[src/rtl/avalon_st_timing_adapter_rl.sv]
// Avalon-ST timing adapter: show-ahead FIFO decoupling source and sink ready latencies.
// in_ready is throttled from the registered fill level so late source beats always find room.
module avalon_st_timing_adapter_rl #(
  parameter int DATA_W  = 32,
  parameter int ERROR_W = 6,
  parameter int EMPTY_W = 2,
  parameter int DEPTH   = 8,
  parameter int IN_RL   = 0,
  parameter int OUT_RL  = 0
) (
  input  logic                         clk,
  input  logic                         reset_n,
  output logic                         in_ready,
  input  logic                         in_valid,
  input  logic [DATA_W-1:0]            in_data,
  input  logic [ERROR_W-1:0]           in_error,
  input  logic                         in_startofpacket,
  input  logic                         in_endofpacket,
  input  logic [EMPTY_W-1:0]           in_empty,
  input  logic                         out_ready,
  output logic                         out_valid,
  output logic [DATA_W-1:0]            out_data,
  output logic [ERROR_W-1:0]           out_error,
  output logic                         out_startofpacket,
  output logic                         out_endofpacket,
  output logic [EMPTY_W-1:0]           out_empty,
  output logic [$clog2(DEPTH+1)-1:0]   fill_level,
  output logic                         overflow
);

  localparam int PTR_W  = $clog2(DEPTH);
  localparam int FILL_W = $clog2(DEPTH+1);
  localparam int PAY_W  = DATA_W + ERROR_W + 2 + EMPTY_W;

  logic [PAY_W-1:0] mem [DEPTH];
  logic [PTR_W-1:0] wr_ptr;
  logic [PTR_W-1:0] rd_ptr;
  logic             grant;
  logic             push;
  logic             pop;
  logic             drop;

  assign in_ready  = fill_level < FILL_W'(DEPTH - IN_RL);
  assign out_valid = grant & (fill_level != '0);

  generate
    if (OUT_RL == 0) begin : g_rl0
      assign grant = 1'b1;
      assign pop   = out_valid & out_ready;
    end else begin : g_rlk
      // Sink committed to accept OUT_RL cycles ago, so a granted valid beat is always a pop.
      logic [OUT_RL-1:0] rdy_pipe;
      always_ff @(posedge clk) begin
        if (!reset_n) rdy_pipe <= '0;
        else          rdy_pipe <= (rdy_pipe << 1) | OUT_RL'(out_ready);
      end
      assign grant = rdy_pipe[OUT_RL-1];
      assign pop   = out_valid;
    end
  endgenerate

  // A full FIFO still accepts a beat when the head leaves in the same cycle.
  assign push = in_valid & ((fill_level != FILL_W'(DEPTH)) | pop);
  assign drop = in_valid & ~push;

  always_ff @(posedge clk) begin
    if (push) mem[wr_ptr] <= {in_data, in_error, in_startofpacket, in_endofpacket, in_empty};
  end

  always_ff @(posedge clk) begin
    if (!reset_n) begin
      wr_ptr     <= '0;
      rd_ptr     <= '0;
      fill_level <= '0;
      overflow   <= 1'b0;
    end else begin
      if (push) wr_ptr <= wr_ptr + PTR_W'(1);
      if (pop)  rd_ptr <= rd_ptr + PTR_W'(1);
      case ({push, pop})
        2'b10:   fill_level <= fill_level + FILL_W'(1);
        2'b01:   fill_level <= fill_level - FILL_W'(1);
        default: fill_level <= fill_level;
      endcase
      if (drop) overflow <= 1'b1;
    end
  end

  assign {out_data, out_error, out_startofpacket, out_endofpacket, out_empty} = mem[rd_ptr];

endmodule

[config.mk]
export PLATFORM = sky130hd
export DESIGN_NAME = avalon_st_timing_adapter_rl
export DESIGN_NICKNAME = d
export VERILOG_FILES = /design/src/rtl/avalon_st_timing_adapter_rl.sv
export SDC_FILE = /design/constraint.sdc
export NUM_CORES = 1
export LEC_CHECK = 0
export ABC_AREA = 1
export ABC_CLOCK_PERIOD_IN_PS = 4200
export BUFFER_PORTS_ARGS = -buffer_cell sky130_fd_sc_hd__buf_4
export CORE_MARGIN = 8
export CORE_UTILIZATION = 45
export CTS_CLUSTER_DIAMETER = 40
export CTS_CLUSTER_SIZE = 14
export DETAILED_ROUTE_END_ITERATION = 8
export GPL_TIMING_DRIVEN = 0
export PLACE_DENSITY = 0.6
export SLEW_MARGIN = 40
export SYNTH_ARGS = -nofsm -noshare
export SYNTH_HDL_FRONTEND = slang
export SYNTH_SLANG_ARGS = --single-unit
[constraint.sdc]
create_clock -name clk -period 4.2 [get_ports clk]
set_input_delay 0.84 -clock clk [delete_from_list [all_inputs] [get_ports clk]]
set_output_delay 0.84 -clock clk [all_outputs]
set_load 0.01 [all_outputs]
# Word-level counts from Yosys, hierarchy flattened
# Memories as Yosys holds them, arrays and structs flattened. A register that Yosys moved wholly into a read port is not among the register bits.
# Cells that the tools add are included.
# W data, S select, Z words.
[word_totals]
output_inout_bits = 49
memories = 1
ramBits = 336
word_cells = 25
regBits = 11
[op_classes]
reduce_logical = 2
mux = 5
eq_ne = 3
bitwise = 5
order_cmp = 1
addsub = 4
[memory_table]
columns = ["memory", "words", "width", "rd", "rd_clocked_by_memory_dff", "write_ports", "line_no", "text"]
rows = [
  ["mem", 8, 42, 1, 1, 1, "35", "logic [PAY_W-1:0] mem [DEPTH];"],
]
[op_table]
columns = ["operator", "n"]
rows = [
  ["$pmux W4 S2", 1],
  ["$add A3 B1 Y3 const B", 2],
  ["$mux W3", 2],
  ["$add A4 B1 Y4 const B", 1],
  ["$lt A4 B4 Y1 const B", 1],
  ["$ne A4 B4 Y1 const B", 1],
  ["$reduce_bool A4 Y1", 1],
  ["$sub A4 B1 Y4 const B", 1],
  ["$and A1 B1 Y1", 3],
  ["$eq A2 B1 Y1 const B", 1],
  ["$eq A2 B2 Y1 const B", 1],
  ["$mux W1", 2],
  ["$reduce_bool A2 Y1", 1],
  ["$not A1 Y1", 1],
  ["$or A1 B1 Y1", 1],
]

# Logic depth before layout (Yosys ltp)
# Gate-level depths: netlist of the first run.
[depth]
ltp_word = 6
ltp_mapped = 13

# Worst setup path before layout of the first run
# OpenSTA, ideal clock, no wires.
[synth_timing]
kind = "input to register"
startpoint = "input out_ready"
endpoint = "memory mem[0][0] (netlist bit), enable pin"
arrival_ns = 3.022
stages = 6
setup_time_ns = 0.441
path_slack_ns = 0.737
t_required_ns = 3.759
cell_sequence = "inv_1 -> nand3_1 -> nand2_1 -> inv_1 -> nand2_1 -> nor2_1"
[synth_via]
elab_chain_len = 5
[synth_lines]
columns = ["element", "line_no", "text"]
rows = [
  ["from (decl)", "20", "input logic out_ready,"],
  ["$and A1 B1 Y1", "49", "assign pop = out_valid & out_ready;"],
  ["$or A1 B1 Y1", "63", "assign push = in_valid & ((fill_level != FILL_W'(DEPTH)) | pop);"],
  ["$and A1 B1 Y1", "63", ""],
  ["$mux W1", "67", "if (push) mem[wr_ptr] <= {in_data, in_error, in_startofpacket, in_endofpacket, in_empty};"],
  ["$mux W1 (implied by the code)", "67", ""],
  ["to (decl)", "35", ""],
]
# No other way between the ends.

==> metrics, run 1 <==
TritonCTS clock tree done; WL/cell roughly 21 µm; total wire length after detailed routing 34,300 µm; TritonCTS buffer count between 40 and 50; sequential share of power 40.0%; number of filler instances in the final layout 2,555; fin. max-slew vios 0; outcome finished, final reports clean; total power of the final layout ~10 mW; endpoint of the worst register-to-register path mem[4][15]; count of nets after finishing 1,261; Critical Path Most Common Cell nand2_1; Switching Power 2.74 mW; endpoint type of the worst setup path output pin; Multi-input gate area about 3000 µm²; later-pin clock latency in the skew report 0.54 ns; cell row count 64; Residual DRC 0; Worst slew margin 54.0%; postcts setup bufs 0; cts hold-fix bufs 0; required time of the critical path 3.36 ns; CTS H-Tree Depth 2; Area Growth Syn to Fin 23.6%; fraction of power consumed by combinational cells between 10% and 20%; worst-margin pin slew slightly below 0.7 ns; via density per instance between 5 and 6; Antenna Nets Post-Route 0; grt ovf 0; unrepaired setup endpoints after global routing false; cell types occupying the most area after synthesis edfxtp_1 (74%), nor2_1 (7.4%), o32ai_1 (5.4%); synthesized area divided by synthesized cell count ~13 µm²; startpoint of the worst hold path rd_ptr[2]; count of mapped cells out of synthesis 1,050; die width 190 µm; Hold Crit Depth 2; count of final hold-check violations 0; Worst-path clk slew 0.06 ns; top-area cell type share of the netlist area 73.7%; critical setup path kind reg2out; floorplan die height 190 µm; HPWL after DPL 22,000 µm; area enclosed by the die boundary between 30,000 and 40,000 µm²; number of buffers added on ports 93; total standard cell area after synthesis 13,700 µm²; cell accounting for the most synthesized area edfxtp_1; number of different library cells in the post-synthesis netlist 20; storage element area 10,400 µm²; Mapped Nets 1,101; gr usage total between 10% and 20%; CTS sink count 350; most instantiated library cell after synthesis edfxtp_1; Final Wtd Congestion 0.755; fin crit share 83.3%; Post-synth EDFFs 336; Crit path buffers/inverters 3; async set-or-reset flop fraction in the synthesized netlist 0%; maximum number of pins on one net before global-route repair 18; biggest cell delay along the critical path approximately 0.52 ns; Commonest cells post-synth edfxtp_1 (336), nor2_1 (270), nand2_1 (148), o21ai_0 (90), o32ai_1 (84); count of boundary I/O pins 95; Peak supply drop ~0.35 mV; starting density of the core between 40 and 50%; clock skew 0.0178 ns; antenna violations before repair 1; wire length of the first global-routing pass roughly 53,000 µm; placed standard-cell area 15,300 µm²; beginning of the worst register-to-register path fill_level[1]; sequence of cells on the critical path buf_2 > clkbuf_1 > o21ai_0 > o32ai_1 > nand2_1 > nand2_1 > buf_4; via count around 9,000; post-route design area 16,900 µm²; CP arrival around 2.7 ns; count of routing violations after the opening detailed-route iteration 556; clock network fraction of total power about two fifths; power density of the placed cells between 500 and 600 nW/µm²; crit-path leading delay family buffers and inverters; total inserted antenna cells 0; Max Fanout on Critical Path 10; root buffer cell clkbuf_16; standard cell core area 30,300 µm²; router iterations before antenna repair 5; number of setup violations in the final report 0; Bufs on Longest Clock Path 3; hold slack just under 0.5 ns; type of the worst min-delay path reg2reg; Highest Clock Rate 286 MHz; Net Sw Frac a little over a quarter; fin util between 50% and 60%; internal power 7.29 mW; via count of the first global-routing pass 9,178; prevailing post-synth register cell edfxtp_1; number of cells on the worst reg-to-reg path 8; Max Cap Viol 0; cts repair resizes 0; slowest CP cell clkbuf_1; Critical Path Source Type flop; minimum clock period after layout 3.50 ns; share of post-route cells with drive strength above 1 17.9%; number of warnings reported in the yosys synthesis log 0; R2R setup slack 1.83 ns; sequential cell area fraction in the yosys report around three quarters; #FFs+latches synth 350; static leakage 5.99 nW
==> cell usage in the layout (no fill, tap or decap), types with 3 or more instances in the layout <==
master,instances
inv_1,16
nor2_4,8
buf_2,25
dfxtp_1,14
buf_6,4
buf_4,95
nand3_1,8
inv_8,3
clkinv_1,6
clkbuf_16,49
a21oi_1,10
clkinv_4,3
edfxtp_1,336
buf_8,13
buf_16,6
o21ai_0,90
clkinvlp_4,3
nand2_1,148
o32ai_1,84
clkbuf_1,38
nor2_1,262
ha_1,4
bufinv_16,8
==> per-stage QoR <==
stage / TNS [ns] / setup slack (ns) / instances
2_1_floorplan: 0 / 0.737 / 1050
3_5_place_dp: 0 / 1.29 / 1558
5_1_grt: 0 / 0.542 / 1638
4_1_cts: 0 / 0.695 / 1638
3_3_place_gp: -350.13 / -1.16 / 1539
6_report: 0 / 0.700 / 1638
==> worst min-delay path: stages (launching register included) <==
cell and delay (ns):
dfxtp_1 0.31, inv_1 0.05, a21oi_1 0.07
==> layer usage <==
layer	track usage [%]	wire length (µm)	share of wire, %	vias to the layer above
met2	32.1	17000	50	282
met4	5.79	663	1.9	2
li1	-	-	-	4154
met5	0	13	0.038	-
met1	23.8	14400	42	4338
met3	3.75	2200	6.4	54
==> worst max-delay path by stage <==
stage / cells past startpoint / start / slack, ns / endpoint
floorplan: 6 / out_ready / 0.74 / mem[0][0]
global placement: 7 / out_ready / -1.16 / mem[2][18]
detailed placement: 7 / flop / 1.29 / out_data[9]
CTS: 7 / flop / 0.69 / out_data[9]
global route: 7 / flop / 0.54 / out_data[17]
finish: 7 / flop / 0.70 / out_data[4]
==> cells by family after synthesis <==
| kind of cell | after synthesis | share of synthesized area [%] |
|---|---|---|
| xor+xnor | 1 | 0.0640 |
| compound gates | 185 | 9.08 |
| simple gates | 427 | 11.8 |
| flops | 350 | 75.8 |
| fa+ha+maj | 5 | 0.512 |
| buf+inv | 82 | 2.77 |
==> state kept, by name (all words and copies together), names as in the netlist, named ones only <==
register / cells
mem: 336
fill_level: 4
rd_ptr: 3
wr_ptr: 3
overflow: 1
==> power by group through the flow <==
stage | registers (mW) | logic [mW] | clock network (mW)
after floorplan | 4.07 | 1.09 | 0
after global routing | 4.02 | 2.15 | 4.28
after CTS | 4.01 | 1.98 | 4.13
after global placement | 4.09 | 1.91 | 0
final | 4.01 | 1.96 | 4.06
after detailed placement | 4.08 | 1.97 | 0
==> layout make-up <==
cell class                 count  share of cell area [%]
clock buffer                  54                    7.36
tap                          396                    2.93
buffer                        64                    1.83
sequential                   350                    61.3
multi-input combinational    618                    17.7
clock inverter                26                    2.18
timing repair buffer         112                    6.26
inverter                      18                   0.414
No activity file was read; power rests on OpenSTA's default activity.
==> run 2: changes to the inputs <==
- ABC_CLOCK_PERIOD_IN_PS: 4200 -> 3000
- PLACE_DENSITY: 0.6 -> 0.63
- clock period: 4.2 -> 3 ns (I/O delays scaled with it)
==> metrics, run 2 (same netlist as run 1, synthesis figures left out) <==
count of final hold-check violations 0 (unchanged); outcome finished, final reports clean; cell row count 64 (unchanged); postcts setup bufs 0 (unchanged); crit-path leading delay family buffers and inverters; type of the worst min-delay path in2reg; HPWL after DPL 21,600 µm (-1.7%); area enclosed by the die boundary 36,200 µm² (unchanged); share of post-route cells with drive strength above 1 18.9% (+1.1 points); TritonCTS clock tree done; fin crit share 94.5%; grt ovf 0 (unchanged); number of setup violations in the final report 0 (unchanged); endpoint type of the worst setup path output pin; later-pin clock latency in the skew report 0.52 ns (-0.02 ns); R2R setup slack 0.67 ns (-1.16 ns); worst slack, placed 0.339 ns (-0.953 ns); largest registers in the final layout mem x336, fill_level x4; Worst-path clk slew 0.06 ns (about the same); number of cells after detailed placement 1,557 (-0.064%); via density per instance 5.43 (+0.72%); WL/cell 20.8 µm (-0.69%); Critical Path Source Type flop; unrepaired setup endpoints after global routing false; cts hold-fix bufs 0 (unchanged); Worst slew margin 52.3% (-1.6 points); maximum number of pins on one net before global-route repair 18 (unchanged); required time of the critical path 2.40 ns (-0.96 ns); count of nets after finishing 1,256 (-0.40%); WP depth 9 (+2); Crit path buffers/inverters 5 (+2); fin. max-slew vios 0 (unchanged); Max Cap Viol 0 (unchanged); total wire length after detailed routing 33,900 µm (-1.1%); post-route insts no fill 1,632 (-0.37%); critical setup path kind reg2out; critical path capture point out_data[17]; endpoint of the worst register-to-register path mem[1][19]; via count 8,861 (+0.35%); root buffer cell clkbuf_16; total inserted antenna cells 0 (unchanged); count of routing violations after the opening detailed-route iteration 623 (+12%); Highest Clock Rate 353 MHz; Antenna Nets Post-Route 0 (unchanged); CP arrival 2.24 ns (-0.42 ns); count of boundary I/O pins 95 (unchanged); sequence of cells on the critical path buf_6 > inv_4 > buf_4 > clkbuf_4 > nor2_1 > o32ai_1 > nand2_1 > nand2_1 > buf_4; biggest cell delay along the critical path 0.39 ns (-0.13 ns); number of cells on the worst reg-to-reg path 8 (unchanged); floorplan die height 190 µm (unchanged); Final Wtd Congestion 0.756 (+0.15%); beginning of the worst register-to-register path fill_level[1]; gr usage total 18.4% (-0.33 points); Peak supply drop 0.589 mV (+67%); TritonCTS buffer count 43 (-6.5%); CTS sink count 350 (unchanged); minimum clock period after layout 2.84 ns; antenna violations before repair 1 (unchanged); Most flops, register mem; number of buffers added on ports 93 (unchanged); most frequent cells in the layout edfxtp_1 (336), nor2_1 (262), nand2_1 (148); commonest non-fill, non-tap cell in the layout edfxtp_1; Area Growth Syn to Fin 22.6%; CTS H-Tree Depth 2 (unchanged); starting density of the core 45.2% (unchanged); Bufs on Longest Clock Path 3 (unchanged); power density of the placed cells 790 nW/µm² (+33%); Largest register FFs 336 (unchanged); die width 190 µm (unchanged); wire length of the first global-routing pass 51,500 µm (-1.9%); clock skew 0.0119 ns (-0.00586 ns); Residual DRC 0 (unchanged); router iterations before antenna repair 5 (unchanged); Final WS setup 0.164 ns (-0.536 ns); via count of the first global-routing pass 8,993 (-2.0%); standard cell core area 30,300 µm² (unchanged); worst-margin pin slew 0.715 ns (+0.0245 ns); static leakage 5.94 nW (-0.80%); Max Fanout on Critical Path 10 (unchanged); slowest CP cell dfxtp_4
-- run 2: area by class of cell --
type	count	area, µm²
sequential	350	10400
multi-input combinational	618	3000
inverter	18	70.1
clock buffer	48	1140
clock inverter	28	226
timing repair buffer	111	1130
fill	2485	13500
tap	396	495
buffer	63	340
-- run 2: timing repair --
item / 4_1_cts / 5_1_grt
endpoints found under the hold margin: 0 / 0
gates resized for setup: 19 / 6
endpoints found under the setup margin: 42 / 16
-- run 2: worst min-delay path by stage --
stage	depth (start not counted)	start	slack, ns	end
after detailed placement	2	rd_ptr[2]	0.47	flop
after floorplan	2	rd_ptr[2]	0.43	flop
final	1	in_data[9]	0.31	mem[5][19]
after CTS	1	in_data[9]	0.28	mem[5][19]
after global placement	2	rd_ptr[2]	0.45	rd_ptr[2]
after global routing	1	in_data[9]	0.29	mem[5][19]
-- run 2: per-layer routing --
| metal | wire (µm) | track usage (%) | vias to the layer above |
|---|---|---|---|
| met4 | 827 | 5.67 | 2 |
| met2 | 16400 | 30.9 | 295 |
| li1 | - | - | 4153 |
| met1 | 14800 | 24.2 | 4344 |
| met5 | 13 | 0 | - |
| met3 | 1940 | 3.27 | 67 |
-- run 2: report_power, final --
part / switching, mW / internal (mW)
combinational: 1.73 / 1.04
sequential: 0.0798 / 5.53
clock: 2.02 / 2.85
-- run 2: metrics by stage --
step	setup TNS [ns]	hold slack (ns)	cell area [µm²]	total power [mW]	utilization [%]
floorplan	-37.47	0.433	13700	7.22	-
global placement	-436.75	0.450	14900	8.39	49.2
detailed placement	0	0.469	15400	8.47	50.8
CTS	0	0.284	16800	13.4	55.4
global route	0	0.287	16800	13.8	55.4
finish	0	0.307	16800	13.3	55.4
-- run 2: worst reg2reg max path: stages, from the launching register on --
cell and delay [ns]:
dfxtp_1 0.41, nor2_1 0.11, nand3_1 0.10, nand2_1 0.13, nor2_1 0.12, inv_1 0.16, nor2_4 0.59, buf_16 0.24
buf_16 0.17
